===== config.mk =====
export PLATFORM = sky130hd
export DESIGN_NAME = demux_stream_1xn
export DESIGN_NICKNAME = d
export VERILOG_FILES = /design/src/rtl/demux_stream_1xn.sv
export SDC_FILE = /design/constraint.sdc
export NUM_CORES = 1
export LEC_CHECK = 0
export ABC_CLOCK_PERIOD_IN_PS = 6560
export CORE_MARGIN = 10
export CORE_UTILIZATION = 40
export CTS_CLUSTER_SIZE = 28
export DETAILED_ROUTE_END_ITERATION = 8
export GPL_TIMING_DRIVEN = 0
export PLACE_DENSITY = 0.69
export SLEW_MARGIN = 20
export SYNTH_ARGS = -nofsm -noshare
export SYNTH_HDL_FRONTEND = slang
export SYNTH_SLANG_ARGS = --single-unit

===== constraint.sdc =====
create_clock -name clk -period 6.56 [get_ports clk]
set_clock_uncertainty 0.05 [all_clocks]
set_input_delay 1.312 -clock clk [delete_from_list [all_inputs] [get_ports clk]]
set_output_delay 1.312 -clock clk [all_outputs]
set_load 0.02 [all_outputs]

===== src/rtl/demux_stream_1xn.sv =====
// demux_stream_1xn: registered 1-to-N valid/ready stream demultiplexer with broadcast.
// Ports:
//   clk, rst               clock, asynchronous active-high reset
//   in_valid/in_ready      input handshake; in_data word, in_sel channel, in_bcast all channels
//   out_valid/out_ready    per-channel handshake; out_data packs channel k at [k*WIDTH +: WIDTH]
//   drop_cnt, sel_err      saturating count and one-cycle pulse for out-of-range selects
module demux_stream_1xn #(
    parameter int WIDTH = 8,
    parameter int N     = 16,
    parameter int SEL_W = $clog2(N),
    parameter int CNT_W = 8
) (
    input  logic               clk,
    input  logic               rst,
    input  logic               in_valid,
    output logic               in_ready,
    input  logic [WIDTH-1:0]   in_data,
    input  logic [SEL_W-1:0]   in_sel,
    input  logic               in_bcast,
    output logic [N-1:0]       out_valid,
    input  logic [N-1:0]       out_ready,
    output logic [N*WIDTH-1:0] out_data,
    output logic [CNT_W-1:0]   drop_cnt,
    output logic               sel_err
);
    localparam logic [SEL_W:0] NL = (SEL_W+1)'(N);
    logic [N-1:0]       r_valid;
    logic [N*WIDTH-1:0] r_data;
    logic [CNT_W-1:0]   r_cnt;
    logic               r_err;
    logic [N-1:0]       w_can_load;
    logic [N-1:0]       w_hit;
    logic [N-1:0]       w_load;
    logic               w_in_range;
    logic               w_acc;
    logic               w_drop;
    always_comb begin
        w_hit = '0;
        for (int k = 0; k < N; k++) w_hit[k] = (in_sel == SEL_W'(k));
    end
    assign w_can_load = ~r_valid | out_ready;
    assign w_in_range = {1'b0, in_sel} < NL;
    // out-of-range unicasts are swallowed so a bad select never stalls the producer
    assign in_ready   = in_bcast ? &w_can_load : (w_in_range ? |(w_hit & w_can_load) : 1'b1);
    assign w_acc      = in_valid && in_ready;
    assign w_load     = {N{w_acc}} & (in_bcast ? {N{1'b1}} : w_hit);
    assign w_drop     = w_acc && !in_bcast && !w_in_range;
    always_ff @(posedge clk or posedge rst) begin
        if (rst) begin
            r_valid <= '0;
            r_data  <= '0;
            r_cnt   <= '0;
            r_err   <= 1'b0;
        end else begin
            r_valid <= w_load | (r_valid & ~out_ready);
            for (int k = 0; k < N; k++)
                if (w_load[k]) r_data[k*WIDTH +: WIDTH] <= in_data;
            if (w_drop && r_cnt != {CNT_W{1'b1}}) r_cnt <= r_cnt + 1'b1;
            r_err <= w_drop;
        end
    end
    assign out_valid = r_valid;
    assign out_data  = r_data;
    assign drop_cnt  = r_cnt;
    assign sel_err   = r_err;
endmodule


==> run summary, run 1 <==
Final Hold Viols -> 0
Worst R2R Start -> out_valid[0]$_DFF_PP0_
Post-synth ARST share -> 100%
Startpoint Class -> input port
detailed-route wire length per cell -> 21.6 um
pin count of the biggest net entering global routing -> 88
WP data required -> 5200 ps
fmax -> 0.191 GHz
worst relative slew slack -> 37.0%
drt total wl -> 18.1 mm
RSZ-0062 raised after global routing -> no
clk_lat worst skew -> 420 ps
top cells by area, synth -> dfrtp_1 (56%), mux2_2 (17%), mux2_4 (7.5%), o221ai_4 (4.1%), nand2b_1 (1.6%)
GRT Util Overall -> 17.0%
Antenna Cells -> 0
Post-synth EDFFs -> 0
post-cts resize count -> 0
Min Clock Period, post-route -> 5230 ps
sequential area share after synthesis -> 56.3%
1st-iter DRT viols -> 271
Routed Antenna Nets -> 0
Synthesis Warnings -> 0
Die ar. -> 21400 um^2
r2r setup slk -> 3880 ps
Worst Tran Pin Value -> 945 ps
final worst-path cycle share -> 79.8%
Core Rows -> 46
mapped cell area -> 6390 um^2
Vias/cell -> 4.93
Synth-to-Final Area Change -> 42.4%
share of cells above drive strength 1 -> 33.8%
Inst Count DP -> 806
routed vias -> 4134
register area -> 3600 um^2
Synth area leader -> dfrtp_1
CP endpoint kind -> output pin
DPL Wire Length -> 13.1 mm
Cells after Synth -> 408
CTS hold repair buffers -> 0
Hold Path End -> out_data[121]$_DFFE_PP0P_
max-cap viol count -> 0
Initial Util -> 40.6%
type of the most critical hold path -> reg -> reg
VDD IR max -> 368 uV
H-tree levels -> 4
syn avg cell area -> 15.7 um^2
Nets -> 641
r2r worst-path depth -> 7
TritonCTS clock tree -> yes
initial antenna violation count -> 0
I/O Pins -> 186
FILL cells -> 1275
# setup viols final -> 0
share of the synthesized area in the top cell type -> 56.3%
Multi-input gate area -> 2530 um^2
number of synthesized register bits -> 144
post-place setup slack -> 1350 ps
PD cells -> 587 nW/um^2
Synth Flop Type -> dfrtp_1
WHS Path Cells -> 1
clock tree buffer depth -> 2
first-pass GRT wire length -> 28.3 mm
Leak -> 0.00394 uW
core area -> 15800 um^2
CTS Buf Count -> 17
Die H -> 146 um
Clock Pin Slew Worst Setup and Hold Paths -> 60 ps
fin cells -> 838
CP arrival -> 3870 ps
WHS -> 451 ps
Yosys cell types -> 46
Worst Min Path Start -> out_data[121]$_DFFE_PP0P_
number of global-route vias before repair -> 4611
GP Congestion -> 0.826
DP Area -> 8460 um^2
Design Area, Final -> 9100 um^2
First-pass DRT Iterations -> 4
IO buf count -> 173
CP max FO -> 10
Root Buffer Master -> clkbuf_16
crit path kind -> in -> out
die width -> 146 um
total global routing overflow -> 0
Num Clock Sinks -> 144
R2R Path End -> out_data[43]$_DFFE_PP0P_
final worst slack -> 1330 ps
setup bufs post-CTS -> 0
# DRC -> 0
status -> finished clean
max-slew violations -> 0
Finished Core Util -> 57.7%
worst max-delay path by stage:
stage	endpoint	slack, ps	cells past startpoint	startpoint
after floorplan	out_data[0]$_DFFE_PP0P_	1330	1	rst
after detailed placement	in_ready	1350	7	in_sel[2]
after global routing	in_ready	1090	9	in_sel[3]
after global placement	out_data[11]$_DFFE_PP0P_	-390	2	rst
after CTS	in_ready	1330	7	in_sel[2]
final	in_ready	1330	9	in_sel[3]
final cells by class:
class	instances	area share, %
Timing Repair Buffer	174	19.3
Clock inverter	13	2.31
Clock buffer	19	4.75
Sequential cell	144	39.6
Buffer	29	3.04
Multi-Input combinational cell	239	27.8
Tap cell	216	2.97
Inverter	4	0.247
state kept, by name (all words and copies together) (netlist names):
name,flops
out_valid,16
out_data,128
power by group:
group / switching (uW) / internal (uW) / leakage (uW)
Sequential: 245 / 1350 / 0.00174
Clock: 383 / 677 / 0.000308
Combinational: 1290 / 1400 / 0.00189
logic make-up after synthesis:
family	after synthesis	synth area share, %
and+or+nand+nor	71	7.40
muxes	128	24.4
AOI/OAI and AO/OA	31	7.22
DFF	144	56.3
other	1	0.0586
buffers and inverters	33	4.56
metal layers:
layer	vias up	share of wire, %	track usage [%]	wire length, um
li1	1867	-	-	-
met1	2111	41	19.6	7340
met2	141	50	28.6	9070
met3	15	8.0	7.17	1450
met4	0	1.2	4.60	212
met5	-	0	0	0
critical path, cell delays in order:
cell	delay, ps
clkdlybuf4s50_1	540
inv_1	170
a2111oi_0	320
a21oi_1	90
o2111ai_1	240
buf_6	200
buf_8	200
o21a_1	180
clkdlybuf4s50_1	620
per-stage QoR:
step           power [uW]  TNS [ps]
2_1_floorplan        3070         0
3_3_place_gp         4260    -53860
3_5_place_dp         4330         0
6_report             5340         0
4_1_cts              5410         0
5_1_grt              5610         0
layout by cell type, fill, tap and decap left out, drive strengths merged, types with 2 or more instances in the layout:
cell type and count:
nor2b 9, dlygate4sd3 7, nor3b 2, nor3 14
buf 19, nand2 6, o22ai 3, inv 6
nand2b 16, clkinv 4, and3 2, or2b 2
bufinv 5, clkbuf 23, o21ai 2, clkinvlp 2
conb 9, o221ai 16, nor2 5, dfrtp 144
a2111oi 2, nor4 7, mux2 128, clkdlybuf4s50 173
and2b 4
cells in the mapped netlist, types with 3 or more instances:
| cell type | count |
|---|---|
| and2b_2 | 4 |
| nor2_1 | 5 |
| mux2_2 | 95 |
| nor4_1 | 5 |
| buf_6 | 3 |
| nand2b_1 | 16 |
| nor3_1 | 13 |
| mux2_4 | 32 |
| nor2b_1 | 7 |
| inv_1 | 4 |
| o221ai_2 | 6 |
| o221ai_4 | 10 |
| buf_4 | 11 |
| dfrtp_1 | 144 |
| clkbuf_8 | 3 |
| dlygate4sd3_1 | 7 |
| nand2_1 | 6 |
| o22ai_1 | 3 |
No activity file was read; power rests on OpenSTA's default activity.
==> run 2, diff against run 1 <==
--- a/config.mk
+++ b/config.mk
@@ -5,13 +5,13 @@
 export SDC_FILE = /design/constraint.sdc
 export NUM_CORES = 1
 export LEC_CHECK = 0
-export ABC_CLOCK_PERIOD_IN_PS = 6560
+export ABC_CLOCK_PERIOD_IN_PS = 4500
 export CORE_MARGIN = 10
 export CORE_UTILIZATION = 40
 export CTS_CLUSTER_SIZE = 28
 export DETAILED_ROUTE_END_ITERATION = 8
 export GPL_TIMING_DRIVEN = 0
-export PLACE_DENSITY = 0.69
+export PLACE_DENSITY = 0.72
 export SLEW_MARGIN = 20
 export SYNTH_ARGS = -nofsm -noshare
 export SYNTH_HDL_FRONTEND = slang
==> constraint.sdc (replaced) <==
create_clock -name clk -period 4.5 [get_ports clk]
set_clock_uncertainty 0.05 [all_clocks]
set_input_delay 0.9 -clock clk [delete_from_list [all_inputs] [get_ports clk]]
set_output_delay 0.9 -clock clk [all_outputs]
set_load 0.02 [all_outputs]
==> run 2 against run 1 <==
Effect of this change:
- final cell count unchanged
- die area unchanged
- clock power up 22%
==> run summary, run 2 (synthesis results as in run 1) <==
Num Clock Sinks -> 144 (unchanged)
initial antenna violation count -> 0 (unchanged)
cell-internal power -> 4810 uW (was 3430 uW)
routed vias -> 4189 (was 4134)
Routed Antenna Nets -> 0 (unchanged)
type of the most critical hold path -> reg -> reg (unchanged)
IO buf count -> 173 (unchanged)
First-pass DRT Iterations -> 4 (unchanged)
Final Hold Viols -> 0 (unchanged)
Root Buffer Master -> clkbuf_16 (unchanged)
met3 WL -> 1.37 mm (was 1.45 mm)
pin count of the biggest net entering global routing -> 37 (was 88)
total global routing overflow -> 0 (unchanged)
first-pass GRT wire length -> 28.0 mm (was 28.3 mm)
fmax -> 0.228 GHz
Initial Util -> 40.6% (unchanged)
max-cap viol count -> 0 (unchanged)
WP data required -> 3550 ps (was 5200 ps)
die width -> 146 um (unchanged)
GP Congestion -> 0.832 (was 0.826)
Startpoint Class -> input port (unchanged)
NetSw -> 2740 uW (was 1920 uW)
Sw Share -> 36.3% (was 35.9%)
Vias/cell -> 5.00 (was 4.93)
clock tree buffer depth -> 2 (unchanged)
Inst Count DP -> 809 (was 806)
final worst-path cycle share -> 97.5%
Die H -> 146 um (unchanged)
worst relative slew slack -> 42.7% (was 37.0%)
clk_lat worst skew -> 410 ps (was 420 ps)
detailed-route wire length per cell -> 21.4 um (was 21.6 um)
Min Clock Period, post-route -> 4390 ps
part of the power in registers -> 30.6% (was 29.8%)
DPL Wire Length -> 13.2 mm (was 13.1 mm)
critical path, cell by cell -> clkdlybuf4s50_1 > inv_1 > a2111oi_0 > a21oi_1 > o2111ai_1 > buf_6 > buf_8 > o21a_1 > clkdlybuf4s50_1 (unchanged)
TritonCTS clock tree -> yes (unchanged)
CP endpoint kind -> output pin (unchanged)
PD cells -> 832 nW/um^2 (was 587 nW/um^2)
Antenna Cells -> 0 (unchanged)
max reg flops -> 128 (unchanged)
crit-path most repeated cell -> clkdlybuf4s50_1 (unchanged)
I/O Pins -> 186 (unchanged)
VDD IR max -> 406 uV (was 368 uV)
met2 wire length -> 8.80 mm (was 9.07 mm)
max-slew violations -> 0 (unchanged)
most frequent cells in the layout -> clkdlybuf4s50_1 (173), dfrtp_1 (144), mux2_2 (95), mux2_4 (32), clkbuf_16 (17) (unchanged)
CTS Buf Count -> 17 (unchanged)
max layer used -> met4 (unchanged)
Comb pwr share -> 52.2% (was 50.4%)
Core Rows -> 46 (unchanged)
Critical Path Max Stage Delay -> 610 ps (was 620 ps)
CP max stage cell -> clkdlybuf4s50_1 (unchanged)
setup TNS -> 0 ps (unchanged)
status -> finished clean (unchanged)
core area -> 15800 um^2 (unchanged)
CP arrival -> 3440 ps (was 3870 ps)
drt total wl -> 17.9 mm (was 18.1 mm)
Worst Tran Pin Value -> 860 ps (was 945 ps)
Nets -> 644 (was 641)
Bufs and invs on worst path -> 5 (unchanged)
1st-iter DRT viols -> 206 (was 271)
Die ar. -> 21400 um^2 (unchanged)
DRT met1 WL -> 7.47 mm (was 7.34 mm)
FILL cells -> 1309 (was 1275)
setup bufs post-CTS -> 0 (unchanged)
# DRC -> 0 (unchanged)
H-tree levels -> 4 (unchanged)
Leak -> 0.00392 uW (was 0.00394 uW)
Clk pwr share -> 17.2% (was 19.8%)
commonest non-fill, non-tap cell in the layout -> clkdlybuf4s50_1 (unchanged)
Synth-to-Final Area Change -> 41.8% (was 42.4%)
Clock Pin Slew Worst Setup and Hold Paths -> 50 ps (was 60 ps)
crit path kind -> in -> out (unchanged)
fin cells -> 838 (unchanged)
number of global-route vias before repair -> 4587 (was 4611)
# setup viols final -> 0 (unchanged)
CP top delay family -> buffers and inverters (unchanged)
CP max FO -> 10 (unchanged)
share of cells above drive strength 1 -> 33.8% (unchanged)
GRT Util Overall -> 16.9% (was 17.0%)
run 2: changes by cell type in the layout (fill, tap and decap cells not counted), sizes merged:
cell and delta:
clkinv -1, bufinv -4, clkbuf +4, clkinvlp +1, inv -3, buf +3
run 2: power by group through the flow:
stage	logic [uW]	registers, uW	clock network (uW)
floorplan	1360	3110	0
global placement	3920	2300	0
detailed placement	3990	2330	0
CTS	4010	2320	1320
global route	4160	2400	1380
finish	3940	2310	1290
run 2: layout make-up:
type	instances	area [um^2]	area share, %
Tap cell	216	270	2.98
Timing Repair Buffer	177	1820	20.1
Buffer	29	280	3.09
Sequential cell	144	3600	39.7
Inverter	4	18.8	0.207
Clock buffer	23	478	5.27
Clock inverter	6	60.1	0.662
Multi-Input combinational cell	239	2540	28.0
run 2: what timing repair did:
item | CTS | global route
gates resized for setup | 0 | 3
endpoints found under the hold margin | 0 | 0
setup endpoints to repair | 0 | 1
hold buffers | 0 | 0
run 2: layer usage:
metal  vias up  GRT usage, %
li1       1896             -
met1      2138          19.8
met2       138          27.7
met3        17          6.67
met4         0          5.41
met5         -             0
run 2: worst reg2reg max path: cells and delay by family (launching register included):
kind	cells	cell delay, ps
multiplexers	1	430
AND/OR/NAND/NOR	1	310
AO/OA/AOI/OAI	4	1340
flip-flops	1	340
run 2: through the flow:
| step | utilization, % | hold WS (ps) | setup slack, ps | power (uW) | instance area (um^2) |
|---|---|---|---|---|---|
| after CTS | 57.4 | 453 | 121 | 7650 | 9060 |
| after floorplan | - | 565 | 1240 | 4470 | 6430 |
| after global placement | 53.5 | 428 | 157 | 6210 | 8430 |
| after global routing | 57.5 | 469 | -6.38 | 7930 | 9070 |
| final | 57.5 | 452 | 112 | 7550 | 9070 |
| after detailed placement | 54.0 | 439 | 139 | 6320 | 8520 |
run 2: final timing paths:
check                                    startpoint                  endpoint  slack, ps  depth (start not counted)
max                                       in_sel[3]                  in_ready        110                          9
min                        out_data[91]$_DFFE_PP0P_  out_data[91]$_DFFE_PP0P_        450                          1
max reg2reg                 out_valid[10]$_DFF_PP0_  out_data[45]$_DFFE_PP0P_       1900                          6
min reg2reg                out_data[91]$_DFFE_PP0P_  out_data[91]$_DFFE_PP0P_        450                          1
max in group asynchronous                       rst  out_data[58]$_DFFE_PP0P_       2610                          5
min in group asynchronous                       rst  out_data[89]$_DFFE_PP0P_        810                          2
==> edit, RTL diff (flow settings as in run 1) <==
Make the reset (`rst`) synchronous in one clocked block. Comments in the files are not updated.
--- a/src/rtl/demux_stream_1xn.sv
+++ b/src/rtl/demux_stream_1xn.sv
@@ -46,5 +46,5 @@
     assign w_load     = {N{w_acc}} & (in_bcast ? {N{1'b1}} : w_hit);
     assign w_drop     = w_acc && !in_bcast && !w_in_range;
-    always_ff @(posedge clk or posedge rst) begin
+    always_ff @(posedge clk) begin
         if (rst) begin
             r_valid <= '0;
Check against the original RTL: differs if rst is asserted again (counterexample within 4 cycles, from zero or initial values and one cycle with rst high); with rst held inactive, the same outputs for 4 cycles.
==> edit against run 1 <==
- synthesized cell count is 44% higher
- final area is 1.7% lower
- routed wire length is 5.2% higher
- count of clock-buffer cells in the layout is 2 higher
- critical path depth increased by 1
- setup slack worse by 0.010 ns
- area after synthesis is 1.8% lower
- sequential cell count stayed put
- register-to-register slack improved by 0.55 ns
- critical endpoint unchanged
Power is not compared: it rests on default switching activity, and its combinational part moved more than twofold at a synthesized area within 25%.
==> edit: results (changes against run 1) <==
INFO  metric timing.hold.worst_endpoint = out_data[63] (was out_data[121])
INFO  metric timing.rr.start = out_valid[11] (was out_valid[0])
INFO  metric dp.final_hpwl = 14,300 um (was 13,100 um)
INFO  metric finalHoldWorstSlack = 0.425 ns (was 0.451 ns)
INFO  metric grt_first_pass_wirelength = 29,600 um (was 28,300 um)
INFO  metric worst_min_delay_path_startpoint = out_data[63] (was out_data[121])
INFO  metric groute.usage.overall = 17.5% (was 17.0%)
INFO  metric synth_ff_type = sky130_fd_sc_hd__dfxtp_1 (was sky130_fd_sc_hd__dfrtp_1)
INFO  metric timing_worst_slew_pin_value = 0.718 ns (was 0.945 ns)
INFO  metric routabilityCongestion = 0.842 (was 0.826)
INFO  metric first_global_vias = 5,122 (was 4,611)
INFO  metric r2r_end = out_data[73] (was out_data[43])
INFO  metric ys_async_sr_fraction = 0% (was 100%)
INFO  metric worst_reg_to_reg_setup_slack = 4.43 ns (was 3.88 ns)
INFO  metric maxClockFrequency = 0.191 GHz (about the same)
INFO  metric post_drt_wl_per_cell = 18.8 um (was 21.6 um)
INFO  metric grt_start_max_net_pins = 17 (was 88)
INFO  metric yosys-top-cells-area = sky130_fd_sc_hd__dfxtp_1 46%, sky130_fd_sc_hd__mux2i_1 21%, sky130_fd_sc_hd__nand2b_1 15% (was sky130_fd_sc_hd__dfrtp_1 56%, sky130_fd_sc_hd__mux2_2 17%, sky130_fd_sc_hd__mux2_4 7.5%)
INFO  metric dp.cells = 979 (was 806)
INFO  metric arrival = 3.88 ns (was 3.87 ns)
INFO  metric hold_depth = 2 (was 1)
INFO  metric detailedRoute.firstIterationViolations = 317 (was 271)
INFO  metric preCtsSetupSlack = 1.35 ns (about the same)
INFO  metric netlist_top_cells_count = 153 x sky130_fd_sc_hd__nand2b_1, 144 x sky130_fd_sc_hd__dfxtp_1, 129 x sky130_fd_sc_hd__mux2i_1, 35 x sky130_fd_sc_hd__clkbuf_1, 19 x sky130_fd_sc_hd__a21oi_1 (was 144 x sky130_fd_sc_hd__dfrtp_1, 95 x sky130_fd_sc_hd__mux2_2, 32 x sky130_fd_sc_hd__mux2_4, 16 x sky130_fd_sc_hd__nand2b_1, 13 x sky130_fd_sc_hd__nor3_1)
INFO  metric yosysSeqAreaShare = 45.9% (was 56.3%)
INFO  metric filler_cell_count = 1,358 (was 1,275)
INFO  metric rr_worst_depth = 8 (was 7)
INFO  metric synth.avg_cell_area = 10.7 um2 (was 15.7 um2)
INFO  metric wl = 19,000 um (was 18,100 um)
INFO  metric status = finished clean (unchanged)
edit: cell count changes in the layout (fill, tap and decap cells not counted), sizes merged, moves of 33 or more:
cell	run 1	this run
nand2b	16	155
clkbuf	23	56
mux2i	0	129
dfrtp	144	0
mux2	128	2
dfxtp	0	144
edit: how the worst max path moves through the flow:
stage,startpoint,to
2_1_floorplan,in_sel[2],in_ready
3_3_place_gp,in_sel[1],in_ready
3_5_place_dp,in_sel[1],in_ready
4_1_cts,in_sel[1],in_ready
5_1_grt,in_sel[1],in_ready
6_report,in_sel[1],in_ready
edit: worst max-delay path, cell delays in order:
cell and delay (ns):
sky130_fd_sc_hd__clkdlybuf4s50_1 0.53, sky130_fd_sc_hd__buf_2 0.24, sky130_fd_sc_hd__nand2b_1 0.21, sky130_fd_sc_hd__nor3b_1 0.23, sky130_fd_sc_hd__o21ai_1 0.12, sky130_fd_sc_hd__nand4_4 0.18, sky130_fd_sc_hd__buf_6 0.19, sky130_fd_sc_hd__nor2_1 0.07
sky130_fd_sc_hd__a21oi_1 0.17, sky130_fd_sc_hd__clkdlybuf4s50_1 0.64
edit: layer usage:
layer  track usage, %  wire length [um]
met3             5.12              1060
met1             20.5              8290
met5                0                 0
met2             29.9              9380
met4             5.92               274
edit: area by class of cell:
| cell class | count | area (um2) | share of cell area [%] |
|---|---|---|---|
| Buffer | 69 | 439 | 4.91 |
| Clock buffer | 21 | 460 | 5.14 |
| Clock inverter | 11 | 178 | 1.98 |
| Inverter | 1 | 3.75 | 0.0419 |
| Multi-Input combinational cell | 380 | 2980 | 33.3 |
| Sequential cell | 144 | 2880 | 32.2 |
| Tap cell | 211 | 264 | 2.95 |
| Timing Repair Buffer | 174 | 1740 | 19.5 |
edit: power by group through the flow:
stage / Clock [mW] / Combinational, mW / Sequential [mW]
final: 1.04 / 0.571 / 0.987
after global routing: 1.09 / 0.605 / 0.995
after CTS: 1.05 / 0.578 / 0.988
after detailed placement: 0 / 0.575 / 1.01
after global placement: 0 / 0.567 / 1.00
after floorplan: 0 / 0.258 / 1.08
edit: logic make-up after synthesis:
logic type	count (synthesis)	share of synthesized area, %
simple gates	198	20.1
compound gates	42	5.90
mux	131	21.0
other cells	1	0.0597
buf+inv	70	7.06
flops	144	45.9
